`config.mk`:
```
export PLATFORM = sky130hd
export DESIGN_NAME = alu_writeback
export DESIGN_NICKNAME = d
export VERILOG_FILES = /design/src/rtl/alu_pkg.sv /design/src/rtl/wb_fifo.sv /design/src/rtl/alu_writeback.sv
export SDC_FILE = /design/constraint.sdc
export NUM_CORES = 1
export LEC_CHECK = 0
export CORE_MARGIN = 1.5
export CORE_UTILIZATION = 48
export CTS_CLUSTER_SIZE = 28
export DETAILED_ROUTE_END_ITERATION = 7
export PLACE_DENSITY = 0.84
export SETUP_SLACK_MARGIN = 0.5
export SLEW_MARGIN = 25
export SYNTH_ARGS = -nofsm -noshare
export SYNTH_HDL_FRONTEND = slang
export SYNTH_SLANG_ARGS = --single-unit
```
`constraint.sdc`:
```
create_clock -name clk -period 6 [get_ports clk]
set_input_delay 1.2 -clock clk [delete_from_list [all_inputs] [get_ports clk]]
set_output_delay 1.2 -clock clk [all_outputs]
set_load 0.02 [all_outputs]
```
`src/rtl/alu_pkg.sv`:
```
// alu_pkg: shared definitions for the ALU and its writeback stage.
//   - default data/address widths
//   - NZCV flag bit positions
//   - branch condition codes and their evaluation against NZCV
//   - ALU opcode encodings
package alu_pkg;

  localparam int DWIDTH_DEF = 16;
  localparam int AWIDTH_DEF = 4;

  localparam int FLAG_N = 3;
  localparam int FLAG_Z = 2;
  localparam int FLAG_C = 1;
  localparam int FLAG_V = 0;

  localparam logic [3:0] COND_EQ = 4'h0;
  localparam logic [3:0] COND_NE = 4'h1;
  localparam logic [3:0] COND_CS = 4'h2;
  localparam logic [3:0] COND_CC = 4'h3;
  localparam logic [3:0] COND_MI = 4'h4;
  localparam logic [3:0] COND_PL = 4'h5;
  localparam logic [3:0] COND_VS = 4'h6;
  localparam logic [3:0] COND_VC = 4'h7;
  localparam logic [3:0] COND_HI = 4'h8;
  localparam logic [3:0] COND_LS = 4'h9;
  localparam logic [3:0] COND_GE = 4'hA;
  localparam logic [3:0] COND_LT = 4'hB;
  localparam logic [3:0] COND_GT = 4'hC;
  localparam logic [3:0] COND_LE = 4'hD;
  localparam logic [3:0] COND_AL = 4'hE;
  localparam logic [3:0] COND_NV = 4'hF;

  localparam logic [3:0] OP_ADD = 4'h0;
  localparam logic [3:0] OP_SUB = 4'h1;
  localparam logic [3:0] OP_AND = 4'h2;
  localparam logic [3:0] OP_OR  = 4'h3;
  localparam logic [3:0] OP_XOR = 4'h4;
  localparam logic [3:0] OP_SHL = 4'h5;
  localparam logic [3:0] OP_SHR = 4'h6;
  localparam logic [3:0] OP_MOV = 4'h7;

  function automatic logic cond_eval(input logic [3:0] c, input logic [3:0] f);
    logic n, z, cy, v;
    n  = f[FLAG_N];
    z  = f[FLAG_Z];
    cy = f[FLAG_C];
    v  = f[FLAG_V];
    case (c)
      COND_EQ: return z;
      COND_NE: return !z;
      COND_CS: return cy;
      COND_CC: return !cy;
      COND_MI: return n;
      COND_PL: return !n;
      COND_VS: return v;
      COND_VC: return !v;
      COND_HI: return cy & !z;
      COND_LS: return !cy | z;
      COND_GE: return n == v;
      COND_LT: return n != v;
      COND_GT: return !z & (n == v);
      COND_LE: return z | (n != v);
      COND_AL: return 1'b1;
      default: return 1'b0;
    endcase
  endfunction

endpackage

```
`src/rtl/wb_fifo.sv`:
```
// wb_fifo: DEPTH-entry {addr,data} write buffer.
//   push/push_addr/push_data : enqueue at tail
//   pop                      : dequeue head
//   count                    : occupancy 0..DEPTH
//   ent_valid/addr/data      : all entries in age order, [0] = head (oldest)
// DEPTH must be a power of two so the pointers wrap by natural overflow.
module wb_fifo #(
  parameter int DEPTH  = 2,
  parameter int AWIDTH = 4,
  parameter int DWIDTH = 16
) (
  input  logic                               clk,
  input  logic                               reset_n,
  input  logic                               push,
  input  logic [AWIDTH-1:0]                  push_addr,
  input  logic [DWIDTH-1:0]                  push_data,
  input  logic                               pop,
  output logic [$clog2(DEPTH):0]             count,
  output logic [DEPTH-1:0]                   ent_valid,
  output logic [DEPTH-1:0][AWIDTH-1:0]       ent_addr,
  output logic [DEPTH-1:0][DWIDTH-1:0]       ent_data
);
  localparam int PW = $clog2(DEPTH);

  typedef struct packed {
    logic [AWIDTH-1:0] addr;
    logic [DWIDTH-1:0] data;
  } ent_t;

  ent_t          mem [DEPTH];
  logic [PW-1:0] rd_ptr, wr_ptr;

  always_ff @(posedge clk) begin
    if (!reset_n) begin
      rd_ptr <= '0;
      wr_ptr <= '0;
      count  <= '0;
    end else begin
      if (push) begin
        mem[wr_ptr] <= '{addr: push_addr, data: push_data};
        wr_ptr      <= wr_ptr + PW'(1);
      end
      if (pop) rd_ptr <= rd_ptr + PW'(1);
      case ({push, pop})
        2'b10:   count <= count + (PW+1)'(1);
        2'b01:   count <= count - (PW+1)'(1);
        default: ;
      endcase
    end
  end

  // Rotate storage so the consumer sees entries oldest-first.
  for (genvar i = 0; i < DEPTH; i++) begin : g_ent
    logic [PW-1:0] idx;
    assign idx          = rd_ptr + PW'(i);
    assign ent_valid[i] = count > (PW+1)'(i);
    assign ent_addr[i]  = mem[idx].addr;
    assign ent_data[i]  = mem[idx].data;
  end

endmodule

```
`src/rtl/alu_writeback.sv`:
```
// alu_writeback: stage after the ALU.
//   in_*            : one ALU result per cycle, valid/ready handshake
//   flags           : committed NZCV, fed back to the ALU
//   rf_*            : head of the write buffer to the shared RF write port
//   fwd_*           : newest pending write matching fwd_addr
//   cond/cond_true  : branch condition on committed flags
//   busy            : write buffer non-empty
module alu_writeback
  import alu_pkg::*;
#(
  parameter int DWIDTH = DWIDTH_DEF,
  parameter int AWIDTH = AWIDTH_DEF,
  parameter int DEPTH  = 2
) (
  input  logic              clk,
  input  logic              reset_n,
  input  logic              in_valid,
  output logic              in_ready,
  input  logic [DWIDTH-1:0] in_rdata,
  input  logic [3:0]        in_flags,
  input  logic              in_wen,
  input  logic [AWIDTH-1:0] in_waddr,
  input  logic              in_fen,
  output logic [3:0]        flags,
  output logic              rf_we,
  output logic [AWIDTH-1:0] rf_waddr,
  output logic [DWIDTH-1:0] rf_wdata,
  input  logic              rf_ready,
  input  logic [AWIDTH-1:0] fwd_addr,
  output logic              fwd_hit,
  output logic [DWIDTH-1:0] fwd_data,
  input  logic [3:0]        cond,
  output logic              cond_true,
  output logic              busy
);
  localparam int CW = $clog2(DEPTH) + 1;

  logic [CW-1:0]                  count;
  logic                           accept, push, pop;
  logic [DEPTH-1:0]               ent_valid;
  logic [DEPTH-1:0][AWIDTH-1:0]   ent_addr;
  logic [DEPTH-1:0][DWIDTH-1:0]   ent_data;

  // Ready depends only on registered occupancy, never on rf_ready.
  assign in_ready = reset_n & (count != CW'(DEPTH));
  assign accept   = in_valid & in_ready;
  assign push     = accept & in_wen;

  // Gated by reset_n so a reset mid-drain never leaks a write.
  assign rf_we    = reset_n & (count != '0);
  assign rf_waddr = ent_addr[0];
  assign rf_wdata = ent_data[0];
  assign pop      = rf_we & rf_ready;
  assign busy     = rf_we;

  wb_fifo #(.DEPTH(DEPTH), .AWIDTH(AWIDTH), .DWIDTH(DWIDTH)) u_fifo (
    .clk       (clk),
    .reset_n   (reset_n),
    .push      (push),
    .push_addr (in_waddr),
    .push_data (in_rdata),
    .pop       (pop),
    .count     (count),
    .ent_valid (ent_valid),
    .ent_addr  (ent_addr),
    .ent_data  (ent_data)
  );

  always_ff @(posedge clk) begin
    if (!reset_n)              flags <= '0;
    else if (accept && in_fen) flags <= in_flags;
  end

  // Entries are oldest-first, so the last match wins = youngest.
  always_comb begin
    fwd_hit  = 1'b0;
    fwd_data = '0;
    for (int i = 0; i < DEPTH; i++) begin
      if (reset_n && ent_valid[i] && ent_addr[i] == fwd_addr) begin
        fwd_hit  = 1'b1;
        fwd_data = ent_data[i];
      end
    end
  end

  assign cond_true = cond_eval(cond, flags);

endmodule

```
==> impl_metrics.env <==
export IMPL_drive_above_1_share=0.117
export IMPL_place_congestion=0.730
export IMPL_synth_edff_count=40
export IMPL_critPathLaunchType="input pin"
export IMPL_fin_crit_ps=5300
export IMPL_critPathMaxFanout=17
export IMPL_dp_hpwl_mm=3.34
export IMPL_timing_setup_critical_path_class="in -> out"
export IMPL_yosysMostFrequentCell="edfxtp_1"
export IMPL_cts_hold_buf=0
export IMPL_numCtsBuffers=5
export IMPL_cts_htree_levels=2
export IMPL_period_share=0.883
export IMPL_synth_compound_area_frac=0.110
export IMPL_num_io_pins=83
export IMPL_cp_end_kind="output pin"
export IMPL_power_mw=0.715
export IMPL_path_clk_slew_ps=80
export IMPL_fmax_mhz=189
export IMPL_whs_path_depth=2
export IMPL_grt_ovfl_total=0
export IMPL_drc=0
export IMPL_status="finished, final reports clean"
export IMPL_post_cts_buffers=0
export IMPL_grt_setup_unrepaired="false"
export IMPL_postRouteAntennaNets=0
export IMPL_synth_flop_cell="edfxtp_1"
export IMPL_grt_pass1_wl_mm=7.15
export IMPL_whs_endpoint="flags[1]"
export IMPL_slew_viol_final=0
export IMPL_cp_common_cell="clkdlybuf4s50_1"
export IMPL_skew_ps=4.79
export IMPL_postSynthCellCount=164
export IMPL_root_buffer="clkbuf_8"
export IMPL_hold_slack_ps=506
export IMPL_synth_fa_ha_area_frac=0.0210
export IMPL_start_util=0.501
export IMPL_die_h_microns=73.4
export IMPL_vias=1599
export IMPL_cp_required_ps=4800
export IMPL_viasPerCell=5.09
export IMPL_r2r_cells=5
export IMPL_core_area_sq_um=4750
export IMPL_placementRows=25
export IMPL_synth_top_family_by_area="multiplexers"
export IMPL_synth_area_mux_share=0.135
export IMPL_r2r_slack_ps=3750
export IMPL_grt_pass1_vias=1561
export IMPL_drtIter0Drc=51
export IMPL_synth_cell_types=35
export IMPL_hold_viol=0
export IMPL_max_stage_delay_ps=660
export IMPL_max_cap_violations=0
export IMPL_worstSkewPairLatency_ps=290
export IMPL_synth_simple_area_share=0.0773
export IMPL_maxSlewHeadroom=0.513
export IMPL_hold_class="reg -> reg"
export IMPL_power_density_nw_per_um2=213
export IMPL_syn_num_nets=206
export IMPL_num_antenna_cells=0
export IMPL_grt_antenna_before_repair=0
export IMPL_wirelength_mm=4.62
export IMPL_grt_usage=0.176
export IMPL_cts_tree="yes"
export IMPL_synth_sequential_area_ratio=0.580
export IMPL_die_width_microns=73.4
export IMPL_nets=288
export IMPL_ir_drop_mv=0.101
export IMPL_hp_start="flags[1]"
export IMPL_netlist_area_leader_share=0.505
export IMPL_cpMaxStageDelayCell="o32ai_4"
export IMPL_ys_ff_latch=49
export IMPL_cts_resized=0
export IMPL_setup_viol=0
export IMPL_yosys_area_share_xor_xnor=0.0436
export IMPL_ys_async_sr_fraction=0
export IMPL_crit_arrival_ps=4100
export IMPL_yosysWarnings=0
export IMPL_die_area_sq_um=5390
export IMPL_clock_path_buffers=2
export IMPL_yosysTopAreaCell="edfxtp_1"
export IMPL_grt_max_degree=23
export IMPL_crit_chain="clkdlybuf4s50_1 > buf_4 > or3b_1 > mux2i_1 > nand4_2 > o32ai_4 > a22o_1 > clkdlybuf4s50_1"
export IMPL_yosys_top_cells_count="40 x edfxtp_1, 16 x a22o_1, 13 x mux2_2"
export IMPL_tightest_slew_ps=730
export IMPL_p_leak_nw=1.13
export IMPL_dr_pass1_iters=4
export IMPL_layout_setup_ws_ps=703
export IMPL_setup_tns_final_ps=0
export IMPL_place_ws_ps=638
export IMPL_synthTopCellsByArea="edfxtp_1 50%, dfxtp_1 7.6%, mux2_2 6.2%"
export IMPL_r2r_end="u_fifo.mem[0][5]"
export IMPL_syn_avg_cell_area_sq_um=14.5
export IMPL_syn_area_sq_um=2380
export IMPL_port_buffers=82
export IMPL_r2r_start="u_fifo.count[0]"
export IMPL_wl_per_cell_microns=14.7
export IMPL_critPathLaunch="reset_n"
export IMPL_numClockSinks=49
export IMPL_syn2layout_area_growth_pct=41.1
==> where the power goes <==
part | switching, mW | leakage [nW] | total, mW | internal, mW
logic | 0.0452 | 0.635 | 0.107 | 0.0621
clock network | 0.0992 | 0.0528 | 0.222 | 0.123
registers | 0.00900 | 0.437 | 0.385 | 0.376
total | 0.153 | 1.13 | 0.715 | 0.562
==> critical path, delay by kind of cell <==
| family | cells | cell delay [ps] |
|---|---|---|
| AO/OA/AOI/OAI | 2 | 900 |
| buffers and inverters | 3 | 1230 |
| multiplexers | 1 | 190 |
| AND/OR/NAND/NOR | 2 | 570 |
==> layer usage <==
layer  vias to the layer above  GRT usage  part of all wire
met2                        64      0.300              0.49
li1                        789          -                 -
met1                       744      0.222              0.44
met5                         -          0                 0
met4                         0     0.0432            0.0030
met3                         2     0.0480             0.063
==> stage by stage <==
| stage | cell area [sq um] | std cells | utilization |
|---|---|---|---|
| 2_1_floorplan | 2380 | 164 | - |
| 3_3_place_gp | 3240 | 306 | 0.681 |
| 3_5_place_dp | 3250 | 306 | 0.684 |
| 4_1_cts | 3360 | 314 | 0.706 |
| 5_1_grt | 3360 | 314 | 0.706 |
| 6_report | 3360 | 314 | 0.706 |
==> worst max-delay path by stage <==
stage          depth (start not counted)           end  slack (ps)
2_1_floorplan                          6   fwd_data[0]        2120
3_3_place_gp                           8   fwd_data[1]         690
3_5_place_dp                           8  fwd_data[15]         640
4_1_cts                                8  fwd_data[15]         630
5_1_grt                                8   fwd_data[1]         520
6_report                               8   fwd_data[1]         700
==> cell type report <==
| class | count | area [sq um] |
|---|---|---|
| Multi-Input combinational cell | 102 | 937 |
| Clock buffer | 6 | 72.6 |
| Fill cell | 359 | 1400 |
| Timing Repair Buffer | 83 | 828 |
| Sequential cell | 49 | 1380 |
| Tap cell | 67 | 83.8 |
| Inverter | 5 | 18.8 |
| Clock inverter | 2 | 33.8 |
==> logic make-up after synthesis <==
kind of cell	after synthesis
flops	49
simple gates	31
compound gates	28
mux	28
buf+inv	13
xor+xnor	11
fa+ha+maj	4
==> registers in the layout (all words and copies together) (netlist names), named ones only <==
register       flops
u_fifo.wr_ptr      1
u_fifo.count       2
flags              4
u_fifo.rd_ptr      1
u_fifo.mem        40
==> cell usage in the layout, fill, tap and decap left out, types with 2 or more instances in the layout <==
master	n
a21boi_1	4
a22o_1	16
and2_1	5
clkbuf_8	5
clkdlybuf4s50_1	82
dfxtp_1	8
edfxtp_1	40
ha_1	4
inv_1	5
mux2_1	6
mux2_2	13
mux2i_1	7
nand2_1	8
nand3_1	5
nand4b_1	2
nor2_4	2
nor2b_1	3
o21ai_0	2
o32ai_4	2
xnor2_1	8
xor2_1	2
No activity file was read; power rests on OpenSTA's default activity.
==> RTL change 1 (same settings) <==
`DWIDTH_DEF`: 16 -> 18.
--- a/src/rtl/alu_pkg.sv
+++ b/src/rtl/alu_pkg.sv
@@ -5,7 +5,7 @@
 //   - ALU opcode encodings
 package alu_pkg;
 
-  localparam int DWIDTH_DEF = 16;
+  localparam int DWIDTH_DEF = 18;
   localparam int AWIDTH_DEF = 4;
 
   localparam int FLAG_N = 3;
Interface: changed (resized fwd_data, in_rdata and rf_wdata); port bits go from 83 to 89. The function was not compared with the original's and may differ.
==> RTL change 1 against the original RTL <==
- worst setup slack improved by 0.22 ns
- wire length grew 18%
- sequential cell count increased by 4
- count of clock-buffer cells in the layout fell by 1
- synthesized area is 4.7% higher
- total power rose by 7.8%
- final area grew 5.5%
- largest cell class unchanged
==> RTL change 1: results (changes against the original RTL) <==
* Run status: completed (unchanged)
* Clock-pin transition on the worst setup and hold timing paths at 0.09 ns
* Maximum vdd drop at 147 uV (was 101 uV)
* Initial antenna violation count at 0 (unchanged)
* GP Congestion at 0.696 (was 0.730)
* Router iterations before antenna repair at 5 (was 4)
* Worst Hold Class: reg -> reg (unchanged)
* Slew @ Worst Pin at 0.827 ns (was 0.730 ns)
* PostCTS Resize Cnt at 0 (unchanged)
* DP HPWL at 3860 um (was 3340 um)
* H-tree lvl count at 2 (unchanged)
* Clk_lat worst skew at 0.31 ns (was 0.29 ns)
* Worst Skew at 0.00691 ns (was 0.00479 ns)
* Ranking of synthesized cells by area: edfxtp_1 53%, dfxtp_1 7.2%, mux2_2 6.8%, a22o_1 6.3%, mux2_1 2.7% (was edfxtp_1 50%, dfxtp_1 7.6%, mux2_2 6.2%, a22o_1 5.9%, mux2i_1 2.9%)
* Met2 GRT Util at 0.366 (was 0.300)
* Layout fillers at 380 (was 359)
* Diodes inserted at 0 (unchanged)
* Place WS at 0.908 ns (was 0.638 ns)
* Largest net degree at the start of global routing at 23 (unchanged)
* Main synth FF type: edfxtp_1 (unchanged)
* Cells after DPL at 323 (was 306)
* All-Layer GR Usage at 0.198 (was 0.176)
* Fraction of layout cells with a size suffix above 1 at 0.123 (was 0.117)
* Largest fanout on the critical path at 18 (was 17)
* Root Driver: clkbuf_8 (unchanged)
* Post-CTS Setup Bufs at 0 (unchanged)
* Nets at 304 (was 288)
* Power Dens Cells at 218 nW/um2 (was 213 nW/um2)
* Top cells by count, synth: 44 x edfxtp_1, 18 x a22o_1, 15 x mux2_2 (was 40 x edfxtp_1, 16 x a22o_1, 13 x mux2_2)
* Clock Tree Buf Depth at 2 (unchanged)
* Syn nets at 216 (was 206)
* Global Route met1 Usage at 0.213 (was 0.222)
* PortBufs at 88 (was 82)
* First-pass GRT wire length at 8050 um (was 7150 um)
* Final WL at 5460 um (was 4620 um)
* Via count at 1743 (was 1599)
* Post-synth EDFFs at 44 (was 40)
* Biggest regs: u_fifo.mem (44), flags (4), u_fifo.count (2) (was u_fifo.mem (40), flags (4), u_fifo.count (2))
* Met3 Usage GRT at 0.0669 (was 0.0480)
* 1st-iter DRT viols at 93 (was 51)
* CP arrival at 3.88 ns (was 4.10 ns)
* Ys async rst share at 0 (unchanged)
* Yosys Warn Count at 0 (unchanged)
* Leakage at 1.21 nW (was 1.13 nW)
* Fin cells at 331 (was 314)
* Synth unique cells at 32 (was 35)
* GR peak layer: met2 (unchanged)
* Seq/Total Area, Yosys at 0.602 (was 0.580)
* TritonCTS Buffers at 5 (unchanged)
* Synth Instances at 172 (was 164)
[RTL change 1: cell count changes in the layout (fill, tap and decap cells not counted), moves of 2 or more]
cell and delta:
clkdlybuf4s50_1 +6, xor2_1 +5, edfxtp_1 +4, a22o_1 +2, mux2_2 +2, nand4b_1 -2, nor2b_1 +2, o32ai_4 -2
xnor2_1 -2
[RTL change 1: layer usage]
metal	up-vias	wire length, um
li1	822	-
met1	844	2100
met2	70	2940
met3	7	352
met4	0	72
met5	-	0
[RTL change 1: final timing paths]
kind	startpoint	to	slack, ns	cells past startpoint
hold reg to reg	flags[1]	flags[1]	0.52	2
hold / removal	flags[1]	flags[1]	0.52	2
setup / recovery	reset_n	fwd_data[15]	0.92	7
setup reg to reg	u_fifo.count[0]	u_fifo.mem[1][2]	3.69	5
[RTL change 1: area by class of cell]
class                      count  area [um2]  area share
sequential                    53        1500       0.424
timing repair buffer          90         896       0.253
inverter                       4        15.0     0.00424
tap                           70        87.6      0.0247
clock buffer                   5        68.8      0.0194
multi-input combinational    106         928       0.262
clock inverter                 3        43.8      0.0124
[RTL change 1: through the flow]
step / area (um2) / total power, W / utilization
after floorplan: 2490 / 0.000476 / -
after global placement: 3420 / 0.000532 / 0.679
after detailed placement: 3430 / 0.000535 / 0.680
after CTS: 3540 / 0.000776 / 0.702
after global routing: 3540 / 0.000801 / 0.702
final: 3540 / 0.000771 / 0.702
[RTL change 1: logic make-up after synthesis]
logic type,count (synthesis),synth area share
compound gates,28,0.0904
mux,30,0.143
buf+inv,13,0.0291
flops,53,0.602
simple gates,31,0.0693
xor+xnor,13,0.0457
fa+ha+maj,4,0.0201
[RTL change 1: where the power goes]
group / internal [W] / total [W] / switching (W)
sequential: 0.000408 / 0.000417 / 0.00000895
combinational: 0.0000629 / 0.000111 / 0.0000476
clock: 0.000125 / 0.000244 / 0.000119
total: 0.000596 / 0.000771 / 0.000175
[RTL change 1: critical path, stage by stage]
cell and delay [ns]:
clkdlybuf4s50_1 0.71, nor2b_1 0.30, and2_1 0.21, nand3_1 0.12, mux2i_4 0.49, a22o_1 0.24, clkdlybuf4s50_1 0.61
==> RTL change 2 (same settings) <==
Made on the original files. Put one more register stage on the output `flags`, with the module's reset. The value now appears one clock later. The other outputs are not delayed to match.
--- a/src/rtl/alu_writeback.sv
+++ b/src/rtl/alu_writeback.sv
@@ -35,6 +35,8 @@
 );
   localparam int CW = $clog2(DEPTH) + 1;
 
+  logic [3:0] flags_s0;
+
   logic [CW-1:0]                  count;
   logic                           accept, push, pop;
   logic [DEPTH-1:0]               ent_valid;
@@ -67,8 +69,8 @@
   );
 
   always_ff @(posedge clk) begin
-    if (!reset_n)              flags <= '0;
-    else if (accept && in_fen) flags <= in_flags;
+    if (!reset_n)              flags_s0 <= '0;
+    else if (accept && in_fen) flags_s0 <= in_flags;
   end
 
   // Entries are oldest-first, so the last match wins = youngest.
@@ -83,7 +85,15 @@
     end
   end
 
-  assign cond_true = cond_eval(cond, flags);
+  assign cond_true = cond_eval(cond, flags_s0);
+
+  always_ff @(posedge clk) begin
+    if (!reset_n) begin
+      flags <= '0;
+    end else begin
+      flags <= flags_s0;
+    end
+  end
 
 endmodule
 
Behaviour: not the same (Yosys sat finds a counterexample within 4 cycles, from zero or initial values and one cycle with reset_n low).
==> RTL change 2 against the original RTL <==
- clock skew rose by 0.0023 ns
- final area up 3.7%
- via count up 4.3%
- total power fell by 0.29%
- worst setup slack improved by 0.12 ns
- count of clock-buffer cells in the layout grew 1
- synthesized area grew 6.3%
- wire length grew 14%
- global-route usage grew 0.75 points
- sequential cell count grew 4
- final cell count increased by 3.5%
- critical path type unchanged
- largest power group unchanged
- highest routed layer unchanged
==> RTL change 2: results (changes against the original RTL) <==
* Layout fillers at 394 (was 359)
* Syn nets at 215 (was 206)
* M1 WL at 2240 um (was 2050 um)
* Met2 routed WL at 2760 um (was 2260 um)
* All-Layer GR Usage at 0.183 (was 0.176)
* Nets at 296 (was 288)
* First-pass GRT wire length at 7700 um (was 7150 um)
* Run status: completed (unchanged)
* Hold endpoint: flags_s0[1] (was flags[1])
* Biggest regs: u_fifo.mem (40), flags (4), flags_s0 (4) (was u_fifo.mem (40), flags (4), u_fifo.count (2))
* DP HPWL at 3850 um (was 3340 um)
* Top cells by count, synth: 40 x edfxtp_1, 19 x mux2_2, 16 x a22o_1 (was 40 x edfxtp_1, 16 x a22o_1, 13 x mux2_2)
* Fin crit share at 0.864 (was 0.883)
* Synth unique cells at 36 (was 35)
* Worst path max stage delay at 0.68 ns (was 0.66 ns)
* Seq/Total Area, Yosys at 0.578 (was 0.580)
* Antenna Nets Post-Route at 0 (unchanged)
* Via count at 1667 (was 1599)
* Post-DP Area at 3390 um2 (was 3250 um2)
* Fraction of layout cells with a size suffix above 1 at 0.141 (was 0.117)
* Worst r2r dst: u_fifo.mem[0][16] (was u_fifo.mem[0][5])
* 1st-iter DRT viols at 113 (was 51)
* Setup slack, reg-to-reg at 3.72 ns (was 3.75 ns)
* Psw at 0.000164 W (was 0.000153 W)
* Hold slack at 0.495 ns (was 0.506 ns)
* Ranking of synthesized cells by area: edfxtp_1 48%, dfxtp_1 10%, mux2_2 8.5%, a22o_1 5.5%, xnor2_1 2.4% (was edfxtp_1 50%, dfxtp_1 7.6%, mux2_2 6.2%, a22o_1 5.9%, mux2i_1 2.9%)
* Maximum vdd drop at 134 uV (was 101 uV)
* Hold wc startpoint: flags_s0[1] (was flags[1])
* Worst Skew at 0.00710 ns (was 0.00479 ns)
* GP Congestion at 0.768 (was 0.730)
* Leakage at 1.15 nW (was 1.13 nW)
* Largest fanout on the critical path at 16 (was 17)
* Vias in the first global route at 1636 (was 1561)
* Final WL at 5280 um (was 4620 um)
-- RTL change 2: changes by cell type in the layout (fill, tap and decap cells not counted), moves of 4 or more --
cell | unedited run | this run
mux2_1 | 6 | 0
and2_1 | 5 | 9
dfxtp_1 | 8 | 12
mux2_2 | 13 | 19
-- RTL change 2: worst max path at each step --
stage / from / end / slack [ns] / cells after the start
5_1_grt: fwd_addr[1] / fwd_data[11] / 0.71 / 7
3_5_place_dp: reset_n / fwd_data[12] / 0.79 / 7
3_3_place_gp: reset_n / fwd_data[1] / 0.84 / 7
6_report: reset_n / fwd_data[12] / 0.82 / 7
2_1_floorplan: fwd_addr[1] / fwd_data[0] / 2.11 / 6
4_1_cts: reset_n / fwd_data[12] / 0.79 / 7
-- RTL change 2: tightest hold or removal path, cell delays in order, from the launching register on --
cell      delay [ns]
dfxtp_1         0.34
nand2_1         0.06
a21boi_1        0.05
-- RTL change 2: kinds of logic after synthesis --
group / after synthesis / share of synthesized area
flops: 53 / 0.578
buf+inv: 14 / 0.0317
xor+xnor: 11 / 0.0485
simple gates: 35 / 0.0861
mux: 28 / 0.132
fa+ha+maj: 4 / 0.0198
compound gates: 28 / 0.104
-- RTL change 2: area by class of cell --
| type | count | area [um2] | area share |
|---|---|---|---|
| Inverter | 5 | 18.8 | 0.00539 |
| Sequential cell | 53 | 1460 | 0.420 |
| Clock buffer | 7 | 76.3 | 0.0219 |
| Timing Repair Buffer | 83 | 828 | 0.238 |
| Tap cell | 70 | 87.6 | 0.0252 |
| Clock inverter | 1 | 3.75 | 0.00108 |
| Multi-Input combinational cell | 106 | 1000 | 0.288 |
-- RTL change 2: stage by stage --
| stage | setup slack (ns) | std cells |
|---|---|---|
| 6_report | 0.819 | 325 |
| 5_1_grt | 0.708 | 325 |
| 4_1_cts | 0.790 | 325 |
| 3_5_place_dp | 0.786 | 317 |
| 3_3_place_gp | 0.839 | 317 |
| 2_1_floorplan | 2.11 | 173 |
-- RTL change 2: power groups by stage --
| stage | combinational [W] | clock [W] | sequential, W |
|---|---|---|---|
| 2_1_floorplan | 0.0000587 | 0 | 0.000417 |
| 6_report | 0.000112 | 0.000188 | 0.000413 |
| 3_5_place_dp | 0.000112 | 0 | 0.000422 |
| 5_1_grt | 0.000120 | 0.000204 | 0.000414 |
| 3_3_place_gp | 0.000109 | 0 | 0.000421 |
| 4_1_cts | 0.000113 | 0.000191 | 0.000413 |
-- RTL change 2: per-layer routing --
metal	GRT usage	up-vias
li1	-	811
met1	0.229	797
met2	0.317	54
met3	0.0423	5
met4	0.0556	0
met5	0	-
